**config.mk**
```make
export PLATFORM = sky130hd
export DESIGN_NAME = spi_slave_mem_flat
export DESIGN_NICKNAME = d
export VERILOG_FILES = /design/src/rtl/spi_slave_mem_if.sv /design/src/rtl/spi_slave_mem.sv /design/src/flat_wrapper.sv
export SDC_FILE = /design/constraint.sdc
export NUM_CORES = 1
export LEC_CHECK = 0
export BUFFER_PORTS_ARGS = -buffer_cell sky130_fd_sc_hd__buf_2
export CAP_MARGIN = 20
export CORE_ASPECT_RATIO = 1.5
export CORE_MARGIN = 1
export CORE_UTILIZATION = 63
export CTS_CLUSTER_DIAMETER = 150
export DETAILED_ROUTE_END_ITERATION = 8
export GPL_TIMING_DRIVEN = 0
export HOLD_SLACK_MARGIN = 0.12
export PLACE_DENSITY_LB_ADDON = 0.2
export RECOVER_POWER = 50
export SYNTH_ARGS = -nofsm -noshare
export SYNTH_HDL_FRONTEND = slang
export SYNTH_SLANG_ARGS = --single-unit
```
**constraint.sdc**
```tcl
create_clock -name pclk_i -period 4 [get_ports pclk_i]
set_input_delay 0.2 -clock pclk_i [delete_from_list [all_inputs] [get_ports pclk_i]]
set_output_delay 0.2 -clock pclk_i [all_outputs]
set_load 0.05 [all_outputs]
```
**src/rtl/spi_slave_mem_if.sv**
```systemverilog
// SPI pin bundle between a master and the spi_slave_mem target.
// sclk_i/cs_i/mosi_i flow master->slave, miso_o flows slave->master.
interface spi_slave_mem_if;
  logic sclk_i;
  logic cs_i;
  logic mosi_i;
  logic miso_o;

  modport master (
    output sclk_i,
    output cs_i,
    output mosi_i,
    input  miso_o
  );

  modport slave (
    input  sclk_i,
    input  cs_i,
    input  mosi_i,
    output miso_o
  );
endinterface

```
**src/rtl/spi_slave_mem.sv**
```systemverilog
// SPI slave (modes 0/3) with a small byte register memory.
// Ports: pclk_i/prst_i system clock and sync reset, spi slave pins,
// rx_byte_o/rx_valid_o last byte, busy_o cs active, wr_count_o writes.
module spi_slave_mem #(
  parameter int          MEM_DEPTH = 16,
  parameter int          ADDR_W    = 4,
  parameter logic [7:0]  DEV_ID    = 8'hA5
) (
  input  logic           pclk_i,
  input  logic           prst_i,
  spi_slave_mem_if.slave spi,
  output logic [7:0]     rx_byte_o,
  output logic           rx_valid_o,
  output logic           busy_o,
  output logic [7:0]     wr_count_o
);

  typedef enum logic [2:0] {
    IDLE, CMD, ADDR, WDATA, RDATA, STAT, IGN
  } state_e;

  state_e state_q, state_d;

  logic [2:0]        sclk_q;
  logic [1:0]        cs_q;
  logic [1:0]        mosi_q;
  logic              armed_q;
  logic [2:0]        bit_cnt;
  logic [7:0]        rx_shift;
  logic [7:0]        tx_shift;
  logic [ADDR_W-1:0] ptr;
  logic              wr_q;
  logic              id_q;
  logic [7:0]        mem [MEM_DEPTH];

  logic              rise, fall, cs_hi, done;
  logic [7:0]        rx_next;
  logic [ADDR_W-1:0] addr_in;

  assign rise    = sclk_q[1] & ~sclk_q[2];
  assign fall    = ~sclk_q[1] & sclk_q[2];
  assign cs_hi   = cs_q[1];
  assign rx_next = {rx_shift[6:0], mosi_q[1]};
  assign addr_in = rx_next[ADDR_W-1:0];
  assign done    = rise & (bit_cnt == 3'd7) & ~cs_hi
                 & (state_q != IDLE);

  assign spi.miso_o = tx_shift[7];
  // armed_q blocks a transaction that was cut by reset
  // until cs has been seen high again.
  assign busy_o     = armed_q & ~cs_hi;

  always_ff @(posedge pclk_i) begin
    if (prst_i) state_q <= IDLE;
    else        state_q <= state_d;
  end

  always_comb begin
    state_d = state_q;
    unique case (state_q)
      IDLE: if (armed_q && !cs_hi) state_d = CMD;
      CMD: begin
        if (done) begin
          unique case (rx_next)
            8'h02, 8'h03: state_d = ADDR;
            8'h05, 8'h9F: state_d = STAT;
            default:      state_d = IGN;
          endcase
        end
      end
      ADDR: if (done) state_d = wr_q ? WDATA : RDATA;
      default: ;
    endcase
    if (cs_hi) state_d = IDLE;
  end

  always_ff @(posedge pclk_i) begin
    if (prst_i) begin
      sclk_q     <= 3'b111;
      cs_q       <= 2'b00;
      mosi_q     <= 2'b00;
      armed_q    <= 1'b0;
      bit_cnt    <= '0;
      rx_shift   <= '0;
      tx_shift   <= '0;
      ptr        <= '0;
      wr_q       <= 1'b0;
      id_q       <= 1'b0;
      rx_byte_o  <= '0;
      rx_valid_o <= 1'b0;
      wr_count_o <= '0;
      for (int i = 0; i < MEM_DEPTH; i++) mem[i] <= '0;
    end else begin
      sclk_q     <= {sclk_q[1:0], spi.sclk_i};
      cs_q       <= {cs_q[0], spi.cs_i};
      mosi_q     <= {mosi_q[0], spi.mosi_i};
      armed_q    <= armed_q | cs_q[1];
      rx_valid_o <= 1'b0;
      if (cs_hi || state_q == IDLE) begin
        bit_cnt  <= '0;
        tx_shift <= '0;
      end else begin
        if (rise) begin
          bit_cnt  <= bit_cnt + 3'd1;
          rx_shift <= rx_next;
        end
        // first fall of a byte keeps the freshly loaded MSB
        if (fall && bit_cnt != 3'd0)
          tx_shift <= {tx_shift[6:0], 1'b0};
        if (done) begin
          rx_byte_o  <= rx_next;
          rx_valid_o <= 1'b1;
          unique case (state_q)
            CMD: begin
              wr_q <= (rx_next == 8'h02);
              id_q <= (rx_next == 8'h9F);
              if (rx_next == 8'h05) tx_shift <= wr_count_o;
              if (rx_next == 8'h9F) tx_shift <= DEV_ID;
            end
            ADDR: begin
              if (wr_q) begin
                ptr <= addr_in;
              end else begin
                tx_shift <= mem[addr_in];
                ptr      <= addr_in + ADDR_W'(1);
              end
            end
            WDATA: begin
              mem[ptr]   <= rx_next;
              ptr        <= ptr + ADDR_W'(1);
              wr_count_o <= wr_count_o + 8'd1;
            end
            RDATA: begin
              tx_shift <= mem[ptr];
              ptr      <= ptr + ADDR_W'(1);
            end
            STAT: tx_shift <= id_q ? DEV_ID : wr_count_o;
            default: ;
          endcase
        end
      end
    end
  end

endmodule

```
**src/flat_wrapper.sv**
```systemverilog
// flat-port wrapper written by rule: the top's interface ports become plain ports
module spi_slave_mem_flat 
#(
  parameter int          MEM_DEPTH = 16,
  parameter int          ADDR_W    = 4,
  parameter logic [7:0]  DEV_ID    = 8'hA5
)
  (pclk_i, prst_i, rx_byte_o, rx_valid_o, busy_o, wr_count_o, spi_sclk_i, spi_cs_i, spi_mosi_i, spi_miso_o);
  spi_slave_mem_if spi_i ();
  input  logic pclk_i;
  input  logic prst_i;
  output logic [7:0] rx_byte_o;
  output logic rx_valid_o;
  output logic busy_o;
  output logic [7:0] wr_count_o;
  input wire logic [$bits(spi_i.sclk_i)-1:0] spi_sclk_i;
  input wire logic [$bits(spi_i.cs_i)-1:0] spi_cs_i;
  input wire logic [$bits(spi_i.mosi_i)-1:0] spi_mosi_i;
  output wire logic [$bits(spi_i.miso_o)-1:0] spi_miso_o;
  assign spi_i.sclk_i = spi_sclk_i;
  assign spi_i.cs_i = spi_cs_i;
  assign spi_i.mosi_i = spi_mosi_i;
  assign spi_miso_o = spi_i.miso_o;
  spi_slave_mem #(.MEM_DEPTH(MEM_DEPTH), .ADDR_W(ADDR_W), .DEV_ID(DEV_ID)) u_core (.pclk_i(pclk_i), .prst_i(prst_i), .spi(spi_i), .rx_byte_o(rx_byte_o), .rx_valid_o(rx_valid_o), .busy_o(busy_o), .wr_count_o(wr_count_o));
endmodule
```
==> results of run 1 <==
## synth_stat cells (3+ instances only)
master / n
edfxtp_1: 128
and2_1: 96
mux4_2: 59
dfxtp_1: 56
nor2_1: 51
nand2_1: 45
clkbuf_1: 34
nor3_1: 33
mux2i_1: 32
a21oi_1: 26
or2_2: 19
buf_2: 18
o21ai_0: 15
ha_1: 11
nor4_1: 11
nand2b_1: 10
nor2_2: 8
nor2b_1: 8
mux2_2: 7
o211ai_1: 7
o221ai_1: 7
o22ai_1: 7
xor2_1: 7
buf_1: 6
inv_1: 6
nand4_1: 6
a211oi_1: 5
a22o_1: 5
mux4_1: 5
buf_6: 4
xnor2_1: 4
a22oi_1: 3
and3_1: 3
nand3_1: 3
nor3b_1: 3
o21a_1: 3
## power by group
group,switching (mW),total (mW),internal (mW)
registers,0.0410,2.14,2.10
clock network,0.765,1.61,0.840
logic,0.105,0.191,0.0859
## area by class of cell
| cell class | instances | area, um2 |
|---|---|---|
| repair buffers | 26 | 120 |
| multi-input cells | 523 | 4350 |
| inverters | 8 | 30.0 |
| fillers | 1042 | 4510 |
| well taps | 199 | 249 |
| flip-flops and latches | 184 | 4960 |
| clock buffers | 19 | 454 |
| plain buffers | 62 | 293 |
| clock inverters | 13 | 95.1 |
## cell families (layout without fill, tap and decap cells)
group | after synthesis | after routing | synth area share (%)
AO/OA/AOI/OAI | 84 | 84 | 5.59
XOR/XNOR | 11 | 11 | 0.996
adder cells (fa/ha/maj) | 11 | 11 | 1.42
buffers and inverters | 71 | 128 | 3.47
flip-flops | 184 | 184 | 51.3
multiplexers | 103 | 103 | 19.2
AND/OR/NAND/NOR | 314 | 314 | 18.0
## cells in the final DEF (no fill, tap or decap), types with 13 or more instances in the layout
master     Yosys  layout
mux4_2        59      59
mux2i_1       32      32
nand2_1       45      45
nor2_1        51      55
and2_0         1      54
clkbuf_16      0      18
o21ai_0       15      15
and2_1        96      43
buf_2         18      13
or2_2         19      19
clkbuf_1      34      63
a21oi_1       26      26
dfxtp_1       56      56
edfxtp_1     128     128
nor3_1        33      35
## timing repair
action,CTS,global route
hold endpoints to repair,3,0
hold buffers,3,0
endpoints found under the setup margin,0,7
resized for setup,0,1
## worst max-delay path by stage
stage,startpoint,to,depth (start not counted)
4_1_cts,u_core.rx_shift[0],u_core.tx_shift[6],11
6_report,u_core.rx_shift[0],u_core.tx_shift[6],10
5_1_grt,u_core.rx_shift[0],u_core.tx_shift[4],11
2_1_floorplan,u_core.rx_shift[0],u_core.tx_shift[2],12
3_3_place_gp,u_core.rx_shift[0],u_core.tx_shift[6],11
3_5_place_dp,u_core.rx_shift[0],u_core.tx_shift[6],11
## state kept, by name, indices dropped and copies added (netlist names), 3 cells and up, named ones only
register and cells:
u_core.bit_cnt 3, u_core.rx_byte_o 8, u_core.state_q 3, u_core.mem 128, u_core.tx_shift 8, u_core.wr_count_o 8, u_core.rx_shift 7, u_core.ptr 4
u_core.sclk_q 3
## routing by layer
metal | wire length, um | up-vias | share of wire (%)
li1 | - | 2997 | -
met1 | 9320 | 3427 | 34
met2 | 13600 | 439 | 50
met3 | 2440 | 121 | 8.9
met4 | 2000 | 0 | 7.3
met5 | 0 | - | 0
## worst max-delay path, delay by kind of cell (launching register included)
kind	cells	cell delay, ns
buffers and inverters	4	1.39
AOI/OAI and AO/OA	3	0.83
and+or+nand+nor	2	0.76
DFF	1	0.33
adders and majority gates	1	0.23
## stage by stage
stage / instances / instance area (um2)
after floorplan: 778 / 9680
after global placement: 1000 / 10000
after detailed placement: 1000 / 10000
after CTS: 1035 / 10600
after global routing: 1034 / 10600
final: 1034 / 10600
==> results.toml, run 1 <==
[layout]
nNetsFinal = 838
drive_gt1_share_pct = 17.0
utilization_pct = 70.0
diodes = 0
areaGrowthSynthToFinish_pct = 9.09

[floorplanning]
pin_count = 24
die_area_um2 = 15900
fp.dieW_um = 103
die_h_um = 154
core_um2 = 15100
start_util_pct = 64.2
row_count = 55

[synthesis]
async_flop_share_pct = 0
yosysUniqueCellTypes = 57
syn_avg_cell_area_um2 = 12.4
synth_top_area_share_pct = 39.7
ys_seq_elements = 184
ys_seq_area_share_pct = 51.3
syn_nets = 794
synthFlopType = "edfxtp_1"
syn-cell-area_um2 = 9680
synth_area_leaders = "edfxtp_1 40%, mux4_2 14%, dfxtp_1 12%"
synthCells = 778
yosysTopAreaCell = "edfxtp_1"
synth_edf_count = 128
yosysWarningCount = 0

[clock_tree]
cts_tree = "yes"
clockBufferDepth = 2
cts.sinks = 184
path_clk_slew_ns = 0.07
cts_setup_buffers = 0
htree_levels = 4
cts_buffers = 17
clk_latency_ns = 0.44
cts-root-buf = "clkbuf_16"

[sta]
setup_violations = 0
fin_ws_ns = 0.375
min_period_ns = 3.63
fin_crit_sh_pct = 90.6
drv_slew = 0
tns_ns = 0
fin_skew_ns = 0.00696
worstMarginPinSlew_ns = 1.02
max_freq_mhz = 276
finalHoldViolations = 0
relSlewSlack_pct = 32.3
holdWs_ns = 0.199
rsz0062_at_grt = "false"

[drt]
drtIter0Drc = 898
drc_errors = 0
vias_per_cell = 6.75
wl_per_cell_um = 26.5
ant_nets = 0
dr.pass1.iters = 5
vias = 6984
postRouteWirelength_mm = 27.4

[global_routing]
grtUsageTotal_pct = 37.0
grt_util_met2_pct = 59.1
grt_max_degree = 18
grt_pass1_wl_mm = 40.9
grt_most_used_layer = "met2"
use_met1_pct = 42.7
grt-ovfl-total = 0
antenna_found_initial = 0
first_global_vias = 7027
gr-usage-met3_pct = 9.23

[setup_path]
reg2reg_setup_slack_ns = 0.37
worstReg2RegStart = "u_core.rx_shift[0]"
slowest_stage = "nor4b_1"
cp_data_arrival_time_ns = 3.98
r2r_cells = 10
cpMostUsedCell = "buf_2"
cp.required_ns = 4.35
slowest_delay_ns = 0.46
worst_setup_path_end_kind = "flip-flop"
crit_fanout = 14
cp_cell_sequence = "buf_2 > buf_2 > inv_1 > clkbuf_2 > ha_1 > nor4b_1 > nand2_1 > o22ai_1 > a221oi_1 > o221ai_1"
critPathLaunchType = "flip-flop"
r2r_end = "u_core.tx_shift[6]"
critPathKind = "flip-flop to flip-flop"

[min_path]
whs_endpoint = "u_core.state_q[2]"
hold_class = "input port to flip-flop"
worstHoldPathCells = 3
hold_start = "prst_i"

[run_status]
run_status = "completed"

[pwr]
power_density_nw_per_um2 = 373
leakage_nw = 3.41
ir_drop_uv = 279
power.total_mw = 3.94

[placement]
place_hpwl_mm = 19.7
dp_slack_ns = 0.164
gp_congestion = 0.935
port_buffers = 23

[job]
drv_cap = 0
Power figures use the tool's default switching activity.
==> run 2, diff against run 1 <==
ABC_AREA = 0   (was default)
CAP_MARGIN = 10   (was 20)
clock period = 3.5 ns   (was 4 ns; I/O delays follow)
==> run 2 against run 1 <==
Largest cell class unchanged. Flip-flop and latch count is the same. Core utilization grew 0.10 points. Non-clock buffer count is the same. Highest routed layer unchanged. Maximum frequency grew 9.6%. Sequential share of layout area shrank 0.067 points. Routed wire length grew 0.20%.
==> results.toml, run 2 (synthesized netlist as in run 1, its figures left out) <==
[setup_path]
cpMostUsedCell = "buf_2"
crit_fanout = 14
slowest_delay_ns = 0.38
critPathKind = "flip-flop to flip-flop"
critPathTopFamily = "buffers and inverters"
worst_setup_path_end_kind = "flip-flop"
cp.required_ns = 3.80
cp_cell_sequence = "buf_2 > clkbuf_4 > clkinvlp_4 > buf_2 > ha_1 > nor4b_2 > nand2_1 > o22ai_1 > a221oi_1 > o221ai_1"
slowest_stage = "buf_2"
critical_path_buf_inv_count = 4
critPathLaunchType = "flip-flop"
cp_data_arrival_time_ns = 3.61

[layout]
layout_common_cells = "128 x edfxtp_1, 63 x clkbuf_1, 59 x mux4_2"
areaGrowthSynthToFinish_pct = 9.25
register_area_um2 = 4960
diodes = 0
final_common_cell = "edfxtp_1"
multiInputGateArea_um2 = 4360
regMostFlops = "u_core.mem"
nNetsFinal = 838
fill_cells = 1038
drive_gt1_share_pct = 17.4
largest_register_ffs = 128
fin_cells = 1034

[sta]
drv_slew = 0
setup_violations = 0
fin_crit_sh_pct = 94.5
fin_skew_ns = 0.00908
worstMarginPinSlew_ns = 1.03
finalHoldViolations = 0
min_period_ns = 3.31
rsz0062_at_grt = "false"
relSlewSlack_pct = 31.1
fin_ws_ns = 0.191
max_freq_mhz = 302

[clock_tree]
cts.sinks = 184
cts-root-buf = "clkbuf_16"
clk_latency_ns = 0.45
htree_levels = 4
cts_buffers = 17
cts_tree = "yes"
path_clk_slew_ns = 0.07
clockBufferDepth = 2

[min_path]
hold_class = "input port to flip-flop"

[floorplanning]
pin_count = 24
row_count = 55
start_util_pct = 64.2
fp.dieW_um = 103
core_um2 = 15100
die_area_um2 = 15900
die_h_um = 154

[global_routing]
grt_pass1_wl_mm = 40.8
antenna_found_initial = 0
grt_max_degree = 18
grtUsageTotal_pct = 36.9
first_global_vias = 7013
grt-ovfl-total = 0

[pwr]
ir_drop_uv = 316
power_density_nw_per_um2 = 426
leakage_nw = 3.41

[job]
drv_cap = 0

[drt]
vias = 6997
wl_per_cell_um = 26.5
postRouteWirelength_mm = 27.4
drtIter0Drc = 832
ant_nets = 0
vias_per_cell = 6.77
dr.pass1.iters = 5
drc_errors = 0

[placement]
place_hpwl_mm = 19.7
dp_slack_ns = -0.336
dp_cells = 1000
port_buffers = 23
gp_congestion = 0.935

[run_status]
run_status = "completed"
[run 2: path summary, 6_finish.rpt]
kind,startpoint,endpoint,slack (ns),depth (start not counted)
setup reg to reg,u_core.rx_shift[0],u_core.tx_shift[6],0.19,10
hold / removal,prst_i,u_core.state_q[2],0.18,3
setup / recovery,u_core.rx_shift[0],u_core.tx_shift[6],0.19,10
hold reg to reg,u_core.sclk_q[0],u_core.sclk_q[1],0.41,1
[run 2: final cells by class]
| class | count | share of cell area (%) |
|---|---|---|
| Buffer | 62 | 2.79 |
| Clock buffer | 19 | 4.30 |
| Clock inverter | 13 | 0.900 |
| Inverter | 8 | 0.320 |
| Multi-Input combinational cell | 523 | 41.2 |
| Sequential cell | 184 | 47.0 |
| Tap cell | 199 | 2.36 |
| Timing Repair Buffer | 26 | 1.14 |
[run 2: metrics by stage]
stage | area, um2 | util (%) | setup TNS [ns] | power (mW) | hold slack, ns
2_1_floorplan | 9680 | - | 0 | 2.62 | 0.279
3_3_place_gp | 10000 | 66.6 | -1.76 | 2.69 | 0.357
3_5_place_dp | 10000 | 66.6 | -2.12 | 2.71 | 0.361
4_1_cts | 10600 | 70.5 | 0 | 4.48 | 0.127
5_1_grt | 10600 | 70.1 | 0 | 4.59 | 0.164
6_report | 10600 | 70.1 | 0 | 4.50 | 0.180
[run 2: power by group]
group / total (mW) / leakage [nW] / internal [mW] / switching, mW
clock network: 1.83 / 0.281 / 0.960 / 0.874
logic: 0.219 / 1.46 / 0.0983 / 0.121
registers: 2.45 / 1.67 / 2.40 / 0.0475
total: 4.50 / 3.41 / 3.46 / 1.04
[run 2: what timing repair did]
item                                   CTS  global route
hold buffers                             3             0
pin swaps                                0             0
buffers inserted                         0             0
setup endpoints to repair                8             7
endpoints found under the hold margin    3             0
resized for setup                        1             4
[run 2: worst reg2reg max path: stages (launching register included)]
cell	delay [ns]
dfxtp_1	0.36
buf_2	0.38
clkbuf_4	0.38
clkinvlp_4	0.35
buf_2	0.32
ha_1	0.25
nor4b_2	0.18
nand2_1	0.21
o22ai_1	0.24
a221oi_1	0.36
o221ai_1	0.16
[run 2: routing by layer]
| layer | GRT usage [%] | wire length (um) | share of wire (%) | vias to the layer above |
|---|---|---|---|---|
| met3 | 8.64 | 2190 | 8.0 | 121 |
| met5 | 0 | 0 | 0 | - |
| met1 | 42.8 | 9570 | 35 | 3432 |
| li1 | - | - | - | 2992 |
| met2 | 59.0 | 13600 | 50 | 452 |
| met4 | 27.2 | 2010 | 7.3 | 0 |
